### src/rtl/vector_sweep_capture.sv
// vector_sweep_capture: walks every N_WIDTH-bit vector into a single-output
// DUT and holds each vector for SETTLE_CYCLES cycles. It then samples the
// response and offers one (vector, response) record to the logger over a
// valid/ready handshake. Responses are also folded into a MISR signature
// and a ones-count.
//
// Record handshake: rec_valid is high only in EMIT. rec_vector and
// rec_response (and dut_in) stay stable while rec_valid=1 and rec_ready=0.
// A record transfers on any rising edge where rec_valid & rec_ready.
// rec_valid is low in the cycle that follows the transfer.
//
// Every output is a register, or a decode of the state register. There is
// no combinational path from rec_ready or dut_out to any output.
module vector_sweep_capture #(
  parameter int                   N_WIDTH       = 5,
  parameter int                   SETTLE_CYCLES = 1,
  parameter int                   SIG_WIDTH     = 16,
  parameter logic [SIG_WIDTH-1:0] SIG_POLY      = 16'h1021
) (
  input  logic                 CK,
  input  logic                 reset,
  input  logic                 start,
  output logic [N_WIDTH-1:0]   dut_in,
  input  logic                 dut_out,
  output logic                 rec_valid,
  input  logic                 rec_ready,
  output logic [N_WIDTH-1:0]   rec_vector,
  output logic                 rec_response,
  output logic                 busy,
  output logic                 done,
  output logic [SIG_WIDTH-1:0] signature,
  output logic [N_WIDTH:0]     ones_count,
  output logic [1:0]           state_o
);

  localparam logic [1:0] S_IDLE   = 2'd0;
  localparam logic [1:0] S_SETTLE = 2'd1;
  localparam logic [1:0] S_EMIT   = 2'd2;
  localparam logic [1:0] S_DONE   = 2'd3;

  localparam int                 CW       = (SETTLE_CYCLES < 2) ? 1 : $clog2(SETTLE_CYCLES + 1);
  localparam logic [CW-1:0]      CNT_LOAD = CW'(SETTLE_CYCLES);
  localparam logic [CW-1:0]      CNT_ONE  = CW'(1);
  localparam logic [N_WIDTH-1:0] VEC_LAST = {N_WIDTH{1'b1}};
  localparam logic [N_WIDTH-1:0] VEC_ONE  = N_WIDTH'(1);
  localparam logic [N_WIDTH:0]   ONES_MAX = {1'b1, {N_WIDTH{1'b0}}};
  localparam logic [N_WIDTH:0]   ONES_ONE = (N_WIDTH + 1)'(1);

  logic [1:0]           state_q, state_d;
  logic [N_WIDTH-1:0]   vec_q, vec_d;
  logic [CW-1:0]        cnt_q, cnt_d;
  logic [N_WIDTH-1:0]   rec_vector_q, rec_vector_d;
  logic                 rec_response_q, rec_response_d;
  logic [SIG_WIDTH-1:0] sig_q, sig_d;
  logic [N_WIDTH:0]     ones_q, ones_d;
  logic [SIG_WIDTH-1:0] misr_next;

  // MISR step: shift left, fold the polynomial in when the MSB falls out, then XOR in the response
  assign misr_next = {sig_q[SIG_WIDTH-2:0], 1'b0}
                   ^ (sig_q[SIG_WIDTH-1] ? SIG_POLY : {SIG_WIDTH{1'b0}})
                   ^ {{(SIG_WIDTH-1){1'b0}}, dut_out};

  // Next-state logic for the sweep FSM, the vector counter, the settle timer and the results
  always_comb begin
    state_d        = state_q;
    vec_d          = vec_q;
    cnt_d          = cnt_q;
    rec_vector_d   = rec_vector_q;
    rec_response_d = rec_response_q;
    sig_d          = sig_q;
    ones_d         = ones_q;
    case (state_q)
      S_IDLE, S_DONE: begin
        if (start) begin
          state_d = S_SETTLE;
          vec_d   = '0;
          cnt_d   = CNT_LOAD;
          sig_d   = '0;
          ones_d  = '0;
        end
      end
      S_SETTLE: begin
        cnt_d = cnt_q - CNT_ONE;
        if (cnt_q == CNT_ONE) begin
          // Last settle cycle: the vector has been applied for SETTLE_CYCLES full cycles
          state_d        = S_EMIT;
          rec_vector_d   = vec_q;
          rec_response_d = dut_out;
          sig_d          = misr_next;
          if (dut_out && (ones_q != ONES_MAX)) begin
            ones_d = ones_q + ONES_ONE;
          end
        end
      end
      S_EMIT: begin
        if (rec_ready) begin
          if (vec_q == VEC_LAST) begin
            // The last vector stays on dut_in while DONE
            state_d = S_DONE;
          end else begin
            state_d = S_SETTLE;
            vec_d   = vec_q + VEC_ONE;
            cnt_d   = CNT_LOAD;
          end
        end
      end
      default: begin
        state_d = S_IDLE;
      end
    endcase
  end

  // State registers with synchronous active-low reset that clears everything, including a partial sweep
  always_ff @(posedge CK) begin
    if (!reset) begin
      state_q        <= S_IDLE;
      vec_q          <= '0;
      cnt_q          <= '0;
      rec_vector_q   <= '0;
      rec_response_q <= 1'b0;
      sig_q          <= '0;
      ones_q         <= '0;
    end else begin
      state_q        <= state_d;
      vec_q          <= vec_d;
      cnt_q          <= cnt_d;
      rec_vector_q   <= rec_vector_d;
      rec_response_q <= rec_response_d;
      sig_q          <= sig_d;
      ones_q         <= ones_d;
    end
  end

  assign dut_in       = vec_q;
  assign rec_valid    = (state_q == S_EMIT);
  assign rec_vector   = rec_vector_q;
  assign rec_response = rec_response_q;
  assign busy         = (state_q == S_SETTLE) || (state_q == S_EMIT);
  assign done         = (state_q == S_DONE);
  assign signature    = sig_q;
  assign ones_count   = ones_q;
  assign state_o      = state_q;

endmodule
### config.mk
export PLATFORM = sky130hd
export DESIGN_NAME = vector_sweep_capture
export DESIGN_NICKNAME = d
export VERILOG_FILES = /design/src/rtl/vector_sweep_capture.sv
export SDC_FILE = /design/constraint.sdc
export NUM_CORES = 1
export LEC_CHECK = 0
export ABC_AREA = 1
export CORE_AREA = 2 2 73 75
export CTS_CLUSTER_SIZE = 10
export DETAILED_ROUTE_END_ITERATION = 6
export DIE_AREA = 0 0 75 77
export PLACE_DENSITY_LB_ADDON = 0.15
export SLEW_MARGIN = 20
export SYNTH_ARGS = -nofsm -noshare
export SYNTH_HDL_FRONTEND = slang
export SYNTH_SLANG_ARGS = --single-unit
### constraint.sdc
create_clock -name CK -period 4.45 [get_ports CK]
set_input_delay 0.6675 -clock CK [delete_from_list [all_inputs] [get_ports CK]]
set_output_delay 0.6675 -clock CK [all_outputs]
set_load 0.02 [all_outputs]
# --- After elaboration in Yosys (flattened, before gate mapping) ---
# Index checks and enable logic that the tools add are counted.
word_totals:
  word_cells: 55
  regBits: 36
  output_inout_bits: 38
classes:
  muxes: 21
  eq_ne: 10
  bitwise: 2
  reduce_logical: 12
  n_addsub: 3
op_table:
  columns: ["op", "n"]
  rows:
  - ["16-bit 2-to-1 mux", 2]
  - ["16-bit one-hot mux with 2 select lines", 1]
  - ["6-bit 2-to-1 mux", 3]
  - ["16-bit by 1-bit XOR with 16-bit output", 1]
  - ["16-bit by 13-bit XOR with 16-bit output", 1]
  - ["5-bit 2-to-1 mux", 3]
  - ["13-bit 2-to-1 mux", 1]
  - ["6-bit one-hot mux with 2 select lines", 1]
  - ["5-bit one-hot mux with 2 select lines", 1]
  - ["3-bit AND reduction", 3]
  - ["2-bit 2-to-1 mux", 4]
  - ["2-bit inequality test (second input constant)", 4]
  - ["4-bit AND reduction", 2]
  - ["6-bit by 1-bit adder with 6-bit output (second input constant)", 1]
  - ["6-bit inequality test (second input constant)", 1]
  - ["2-bit one-hot mux with 3 select lines", 1]
  - ["5-bit by 1-bit adder with 5-bit output (second input constant)", 1]
  - ["5-bit equality test (second input constant)", 1]
  - ["2-bit equality test (second input constant)", 2]
  - ["2-bit nonzero test", 2]
  - ["1-bit 2-to-1 mux", 3]
  - ["1-bit one-hot mux with 3 select lines", 1]
  - ["2-bit by 1-bit equality test with 1-bit output (second input constant)", 1]
  - ["2-bit logical NOT", 1]
  - ["other kinds (6)", 6]

# --- Logic depth before layout (Yosys ltp) ---
# Gate-level depths: netlist of the first run.
depth:
  depth_word: 5
  depth_mapped: 11

# --- Least setup slack after synthesis of the first run ---
# Ideal clock, no wire load.
synth_timing:
  kind: "register to output"
  from: "register state_q[0] (netlist: state_o[0])"
  to: "output port busy"
  t_arrival_ns: 1.102
  path_buffers: 0
  path_stages_with_launch: 4
  required_ns: 3.783
  slack_ns: 2.680
  cell_sequence: "dfxtp_1 inv_1 ha_1 inv_1"
synth_between:
  elab_chain_cells: 2
synth_rtl:
  columns: ["element", "line_no", "source"]
  rows:
  - ["start, declared", "49", "logic [1:0] state_q, state_d;"]
  - ["start signal, assigned", "124", "state_q <= state_d;"]
  - ["2-bit by 1-bit equality test with 1-bit output or 2-bit equality test (tied branches)", "138", "assign busy = (state_q == S_SETTLE) || (state_q == S_EMIT);"]
  - ["1-bit logical OR *", "138", null]
  - ["end, declared", "29", "output logic busy,"]
# Mark *: on every way between the ends. The rest lies on a longest branch, timed or not.

# --- Worst setup path in the final report of the first run ---
# Same ends and word-level chain as after synthesis.

==> qor.csv, run 1 <==
metric,value,unit
outcome,"complete, no violations",
Post-synth EDFFs,0,
top cells by instance count after synthesis,"64 x nand2_1, 36 x dfxtp_1, 27 x a21oi_1",
buffer and inverter count on the worst path,3,
layout cell share with drive strength beyond 1,0.06204,
fmax,398.9,MHz
Nets,287,
prevailing post-synth register cell,dfxtp_1,
Avg Inst Size Synth,7.313,um^2
largest stage delay on the critical path,0.59,ns
Site Rows,26,
vias in the first global route,1437,
Synth Warn #,0,
"Hold Vio Cnt, Final",0,
CTS root buffer,clkbuf_8,
Setup WS pre-CTS,2.195,ns
first-pass GRT wire length,6423,um
setup slack after layout,1.943,ns
pin count of the biggest net entering global routing,21,
setup bufs post-CTS,0,
Slew Limit Fails,0,
CP Class,flop to output port,
"Seq/Total Area, Yosys",0.4248,
Chip Width,75,um
Crit-path slowest cell,clkdlybuf4s50_1,
DP HPWL,2623,um
#FFs+latches synth,36,
placer's final routability congestion estimate,0.7724,
critical path launch point type,flop,
cts-stage hold buffer count,0,
H-tree depth,2,
Area contributors post-synth,"dfxtp_1 42%, nand2_1 14%, a21oi_1 8.0%",
most common cell in the synthesized netlist,nand2_1,
CTS max path bufs,2,
cts bufs inserted,5,
Int Pwr,644.9,uW
unrepaired setup endpoints after global routing,no,
Leak,0.0008719,uW
data required time of the critical path,3.78,ns
top cell type's share of synthesized area,0.4248,
Yosys top cell by area,dfxtp_1,
ANT cells,0,
IO Pins,43,
Max Clock Skew,0.004806,ns
Die H,77,um
Critical Path Sink Type,output port,
Worst-Skew Late Latency,0.28,ns
Worst Hold Class,flop to flop,
Post-Syn Instances,232,
Worst-path clk slew,0.07,ns
synth unique cells,21,
VDD IR max,0.2343,mV
cts repair resizes,0,
Switching Share,0.4223,
core area,0.004977,mm^2
Overflow after GRT,0,
Port Buf Inserts,42,
Residual DRC,0,
Crit path max-delay family,buffers and inverters,
Initial Util,0.3409,
Cell Pwr Density,500.6,mW/mm^2
Post-Route WL,3751,um
Synth async-reset ratio,0,
number of fill cells,523,
Comb pwr share,0.450,
Area Overhead vs Synth,31.42,%
"Max FO, Critical Path",5,
via count,1534,
GRT Overall Usage,0.1419,
die footprint,0.005775,mm^2
Clk network pwr share,0.195,
minimum clock period,2.507,ns
antenna violations before repair,0,
Final period util,0.5634,
Crit path top cell by count,inv_1,
CTS tree,built,
mapped cell area,0.001697,mm^2
Worst slew margin,0.5920,
# clock sinks,36,
Setup Viol. Count Final,0,
P_sw,471.4,uW
setup TNS,0,ns
DRT iter0 DRCs,52,
drt wl/cell,10.90,um
remaining antenna violation count,0,
Tightest Pin Transition,0.6114,ns
WP data arrival,1.84,ns
DR vias/cell,4.459,
syn_nets,245,
"Core Util, Final",0.4480,
cells along the critical path,inv_1 > ha_1 > inv_1 > clkdlybuf4s50_1,
Flop pwr share,0.356,
max-cap viol count,0,
DR pass1 iterations,4,
[flip-flops by register name, indices dropped and copies added (netlist names)]
signal / cells
signature: 16
ones_count: 6
dut_in: 5
rec_vector: 5
state_o: 2
cnt_q: 1
rec_response: 1
[power by group through the flow]
stage                     logic, uW  clock network (uW)  registers, uW
final                           502                 217            397
after CTS                       507                 226            397
after global placement          509                   0            404
after floorplan                 330                   0            442
after global routing            560                 239            402
after detailed placement        505                   0            403
[final cells by class]
cell class / instances / area (um^2) / area share
Clock buffer: 6 / 72.57 / 0.03255
Clock inverter: 1 / 5.005 / 0.002245
Inverter: 23 / 86.33 / 0.03872
Multi-Input combinational cell: 166 / 837.1 / 0.3754
Sequential cell: 36 / 720.7 / 0.3232
Tap cell: 70 / 87.58 / 0.03928
Timing Repair Buffer: 42 / 420.4 / 0.1886
[placed cells by master (no fill, tap or decap)]
cell type	n
a21oi_1	27
clkbuf_1	1
clkbuf_8	5
clkdlybuf4s50_1	42
clkinv_2	1
dfxtp_1	36
ha_1	8
inv_1	21
inv_2	2
nand2_1	64
nand2_2	4
nand2_4	2
nand3_1	10
nand4_1	3
nor2_1	26
nor2_2	1
nor2_4	2
nor3b_1	1
o21ai_0	11
o21ai_1	1
o21bai_1	1
xor2_1	5
[cells by family after synthesis]
kind of cell / synth area share
AO/OA/AOI/OAI: 0.1195
AND/OR/NAND/NOR: 0.2891
buffers and inverters: 0.08186
adder cells (fa/ha/maj): 0.05900
flip-flops: 0.4248
XOR/XNOR: 0.02581
[worst register-to-register path: stages, from the launching register on]
cell and delay, ns:
dfxtp_1 0.41, inv_1 0.10, ha_1 0.38, nand2_2 0.13, nand2_1 0.06, inv_1 0.13, nand2_1 0.13, o21ai_0 0.25
nor2_1 0.09
[routing by layer]
metal | wire (um) | global-route usage | vias to the layer above
li1 | - | - | 816
met1 | 1836 | 0.1859 | 677
met2 | 1663 | 0.2088 | 34
met3 | 181 | 0.04599 | 7
met4 | 70 | 0.06429 | 0
met5 | 0 | 0 | -
[worst paths after layout]
path                                           startpoint                    endpoint  slack [ns]  depth (start not counted)
worst max-delay path              state_o[0]$_SDFFE_PN0P_                        busy        1.94                          4
worst min-delay path            signature[9]$_SDFFE_PN0P_  signature[10]$_SDFFE_PN0P_        0.48                          2
worst max register to register    state_o[0]$_SDFFE_PN0P_      dut_in[2]$_SDFFE_PN0P_        2.66                          8
worst min register to register  signature[9]$_SDFFE_PN0P_  signature[10]$_SDFFE_PN0P_        0.48                          2
[stage by stage]
stage          instances  total power [uW]  cell area, um^2  hold slack (ns)
4_1_cts              344              1130             2230           0.4842
3_5_place_dp         337             908.8             2152           0.4717
5_1_grt              344              1201             2230           0.4926
6_report             344              1116             2230           0.4781
3_3_place_gp         337             912.9             2152           0.4670
2_1_floorplan        232             771.6             1697           0.4951
No activity file was read; power rests on OpenSTA's default activity.
==> run 2, diff against run 1 <==
clock period = 2.1 ns   (was 4.45 ns; I/O delays follow)
==> run 2 against run 1 <==
Compared with the run above:
- sequential power is 110% higher
- largest cell class unchanged
- cell area is 2.0% higher
- count of clock-buffer cells in the layout stayed put
- critical endpoint is now rec_valid
- combinational power is 110% higher
- critical path depth is 1 lower
- critical path type unchanged
- first-iteration DRC count is 33% higher
- clock power grew to 2.7 times the previous value
==> qor.csv, run 2 (synthesis gave the netlist of run 1 again) <==
metric,value,unit
Worst-path clk slew,0.07,ns
Chip Width,75,um
Site Rows,26,
Slew Limit Fails,0,
Tightest Pin Transition,0.4623,ns
DR pass1 iterations,4,
"Hold Vio Cnt, Final",0,
drt wl/cell,10.69,um
Overflow after GRT,0,
fmax,513.1,MHz
Largest register FFs,16,
FF-to-FF path depth,8,
antenna violations before repair,0,
via count,1542,
IO Pins,43,
DRT iter0 DRCs,69,
Setup Viol. Count Final,0,
ANT cells,0,
"most common cell after layout, fill and taps aside",nand2_1,
cts-stage hold buffer count,0,
# clock sinks,36,
critical path launch point type,flop,
pin count of the biggest net entering global routing,21,
Int Pwr,1486,uW
Leak,0.0008980,uW
cell area after layout,0.002273,mm^2
Critical Path Sink Type,output port,
placed inst area,0.002167,mm^2
data required time of the critical path,1.78,ns
Crit path max-delay family,buffers and inverters,
vias in the first global route,1375,
setup TNS,0,ns
CTS root buffer,clkbuf_8,
cts bufs inserted,5,
CTS tree,built,
die footprint,0.005775,mm^2
GRT Overall Usage,0.1421,
minimum clock period,1.949,ns
buffer and inverter count on the worst path,2,
Die H,77,um
DR vias/cell,4.444,
P_sw,995.8,uW
layout cell share with drive strength beyond 1,0.07220,
Cell Pwr Density,1092,mW/mm^2
hold path depth,2,
Switching Share,0.4012,
Initial Util,0.3409,
remaining antenna violation count,0,
instance count on the critical path,3,
Flop pwr share,0.338,
DP HPWL,2595,um
Worst slew margin,0.6918,
Final period util,0.9281,
placer's final routability congestion estimate,0.7420,
cells along the critical path,inv_1 > ha_1 > clkdlybuf4s50_1,
Area Overhead vs Synth,34.00,%
most frequent cells in the layout,"64 x nand2_1, 41 x clkdlybuf4s50_1, 36 x dfxtp_1, 27 x a21oi_1, 26 x nor2_1",
CTS max path bufs,2,
worst hold slack,0.4791,ns
max-cap viol count,0,
Nets,289,
core area,0.004977,mm^2
CP Class,flop to output port,
Max Clock Skew,0.004776,ns
unrepaired setup endpoints after global routing,no,
outcome,"complete, no violations",
Port Buf Inserts,42,
H-tree depth,2,
Post-Route WL,3708,um
Comb pwr share,0.424,
first-pass GRT wire length,6396,um
Clk network pwr share,0.238,
VDD IR max,0.5519,mV
Worst-Skew Late Latency,0.28,ns
Residual DRC,0,
Worst Hold Class,flop to flop,
WP data arrival,1.63,ns
largest stage delay on the critical path,0.65,ns
R2R Setup Slk,0.38,ns
"Max FO, Critical Path",6,
Crit-path slowest cell,clkdlybuf4s50_1,
-- run 2: changes by cell type in the layout (fill, tap and decap cells not counted), sizes merged --
cell,delta
buf,+2
bufinv,+1
clkdlybuf4s50,-1
dlygate4sd2,+1
-- run 2: worst paths after layout --
| kind | start | endpoint |
|---|---|---|
| min | signature[12]$_SDFFE_PN0P_ | signature[12]$_SDFFE_PN0P_ |
| max | state_o[0]$_SDFFE_PN0P_ | rec_valid |
| min reg2reg | signature[12]$_SDFFE_PN0P_ | signature[12]$_SDFFE_PN0P_ |
| max reg2reg | state_o[0]$_SDFFE_PN0P_ | dut_in[3]$_SDFFE_PN0P_ |
-- run 2: metrics by stage --
step	worst slack (ns)	instances	utilization	total power [uW]
finish	0.1509	347	0.4568	2482
global placement	0.2968	339	0.4354	1932
CTS	0.1205	347	0.4568	2526
floorplan	0.3752	232	-	1635
detailed placement	0.2734	339	0.4354	1929
global route	0.05681	347	0.4568	2691
-- run 2: repair_timing --
item | in CTS | in global routing
gates resized for setup | 1 | 0
buffers inserted | 0 | 0
setup endpoints to repair | 1 | 0
-- run 2: tightest hold or removal path, delay by kind of cell (launching register included) --
kind             cells  cell delay (ns)
AO/OA/AOI/OAI        1             0.05
flip-flops           1             0.32
AND/OR/NAND/NOR      1             0.06
-- run 2: routing by layer --
metal	GRT usage	wire, um	part of all wire
met4	0.04821	44	0.012
met2	0.2000	1613	0.44
met3	0.05388	238	0.064
met1	0.1972	1812	0.49
met5	0	0	0
-- run 2: area by class of cell --
type,count,area [um^2]
inverters,23,86.33
clock buffers,6,72.57
well taps,70,87.58
fillers,516,2704
multi-input cells,166,837.1
clock inverters,2,35.03
flip-flops and latches,36,720.7
repair buffers,44,434.2
-- run 2: power groups by stage --
stage	sequential, uW	combinational [uW]	clock [uW]
final	840	1050	591
after detailed placement	856	1070	0
after global placement	855	1080	0
after floorplan	936	699	0
after CTS	842	1070	617
after global routing	854	1190	650
==> run 3, diff against run 2 <==
CORE_AREA = 2 2 66 68   (was 2 2 73 75)
DIE_AREA = 0 0 68 70   (was 0 0 75 77)
TNS_END_PERCENT = 50   (was default)
==> run 3 against run 2 <==
Compared with the run above:
- maximum frequency decreased by 1.1%
- die area decreased by 18%
- count of clock-buffer cells in the layout is the same
- core utilization grew 8.3 points
- critical path depth unchanged
- via count down 0.39%
- cell count is 5.2% lower
- combinational power barely moved
- critical path type unchanged
- largest cell class unchanged
- largest power group unchanged
- highest routed layer unchanged
==> qor.csv, run 3 (synthesis gave the netlist of run 1 again) <==
metric,value,unit
outcome,"complete, no violations",
Comb pwr share,0.440,
number of fill cells,407,
Switching Share,0.4173,
CP Class,flop to output port,
Post-Route WL,3599,um
data required time of the critical path,1.78,ns
GRT Overall Usage,0.1680,
"Hold Vio Cnt, Final",0,
core area,0.004144,mm^2
remaining antenna violation count,0,
Setup Viol. Count Final,0,
pin count of the biggest net entering global routing,21,
dpl cells,321,
critical path launch point type,flop,
cell area after layout,0.002236,mm^2
# clock sinks,36,
Worst-path clk slew,0.07,ns
placed inst area,0.002145,mm^2
antenna violations before repair,0,
vias in the first global route,1330,
ANT cells,0,
Int Pwr,1405,uW
DP HPWL,2467,um
Chip Width,68,um
Die H,70,um
DRT iter0 DRCs,89,
Area Overhead vs Synth,31.78,%
Largest register FFs,16,
via count,1536,
VDD IR max,0.6027,mV
DR vias/cell,4.669,
Worst-Skew Late Latency,0.29,ns
Max Clock Skew,0.004215,ns
Nets,289,
"Max FO, Critical Path",6,
die footprint,0.004760,mm^2
Cell Pwr Density,1078,mW/mm^2
CTS max path bufs,2,
setup TNS,0,ns
Slew Limit Fails,0,
"most common cell after layout, fill and taps aside",nand2_1,
fmax,507.2,MHz
P_sw,1006,uW
CTS tree,built,
Critical Path Sink Type,output port,
H-tree depth,2,
Port Buf Inserts,42,
Flop pwr share,0.348,
first-pass GRT wire length,6085,um
most frequent cells in the layout,"64 x nand2_1, 41 x clkdlybuf4s50_1, 36 x dfxtp_1, 27 x a21oi_1, 26 x nor2_1",
CTS root buffer,clkbuf_8,
Initial Util,0.4094,
max-cap viol count,0,
Worst slew margin,0.5785,
layout cell share with drive strength beyond 1,0.07581,
final non-filler cell total,329,
drt wl/cell,10.94,um
placer's final routability congestion estimate,0.7828,
WP data arrival,1.66,ns
Worst Hold Class,flop to flop,
unrepaired setup endpoints after global routing,no,
DR pass1 iterations,5,
Final period util,0.9389,
minimum clock period,1.972,ns
Site Rows,24,
cts bufs inserted,5,
Leak,0.0008941,uW
Tightest Pin Transition,0.6315,ns
Clk network pwr share,0.212,
Overflow after GRT,0,
IO Pins,43,
Residual DRC,0,
run 3: cell count changes in the layout (fill, tap and decap cells not counted), sizes merged:
cell	previous run	this run
bufinv	1	0
clkinv	1	2
run 3: final cells by class:
class / count / area, um^2 / area share
Multi-Input combinational cell: 166 / 837.1 / 0.3744
Clock inverter: 2 / 10.01 / 0.004477
Clock buffer: 6 / 82.58 / 0.03693
Tap cell: 52 / 65.06 / 0.02910
Sequential cell: 36 / 720.7 / 0.3223
Timing Repair Buffer: 44 / 434.2 / 0.1942
Inverter: 23 / 86.33 / 0.03861
run 3: power by group through the flow:
stage | Sequential, uW | Combinational [uW] | Clock [uW]
final | 839 | 1060 | 511
after global routing | 853 | 1180 | 560
after CTS | 840 | 1070 | 528
after detailed placement | 854 | 1080 | 0
after global placement | 854 | 1080 | 0
after floorplan | 936 | 699 | 0
run 3: metal layers:
layer / vias to the layer above / wire length, um / GRT usage
li1: 821 / - / -
met1: 668 / 1843 / 0.2419
met2: 40 / 1488 / 0.2255
met3: 7 / 201 / 0.05958
met4: 0 / 64 / 0.06667
met5: - / 0 / 0
run 3: path summary, 6_finish.rpt:
kind	from	endpoint	slack, ns	cells past startpoint
setup / recovery	state_o[0]$_SDFFE_PN0P_	rec_valid	0.13	3
hold / removal	signature[12]$_SDFFE_PN0P_	signature[12]$_SDFFE_PN0P_	0.47	2
setup reg to reg	state_o[0]$_SDFFE_PN0P_	dut_in[3]$_SDFFE_PN0P_	0.34	8
hold reg to reg	signature[12]$_SDFFE_PN0P_	signature[12]$_SDFFE_PN0P_	0.47	2
run 3: stage by stage:
step	setup WS, ns	utilization	hold slack, ns	power, uW
2_1_floorplan	0.3752	-	0.4534	1635
3_3_place_gp	0.2966	0.5175	0.4654	1929
3_5_place_dp	0.2790	0.5175	0.4704	1930
4_1_cts	0.1264	0.5396	0.4814	2439
5_1_grt	0.04620	0.5396	0.4985	2598
6_report	0.1283	0.5396	0.4742	2411
run 3: what timing repair did:
item / in CTS / in global routing
hold buffers: 0 / 0
setup endpoints to repair: 1 / 0
resized for setup: 1 / 0
buffers inserted: 0 / 0
run 3: critical path, cell delays in order (launching register included):
cell             delay (ns)
dfxtp_1                0.35
inv_1                  0.09
ha_1                   0.28
clkdlybuf4s50_1        0.65
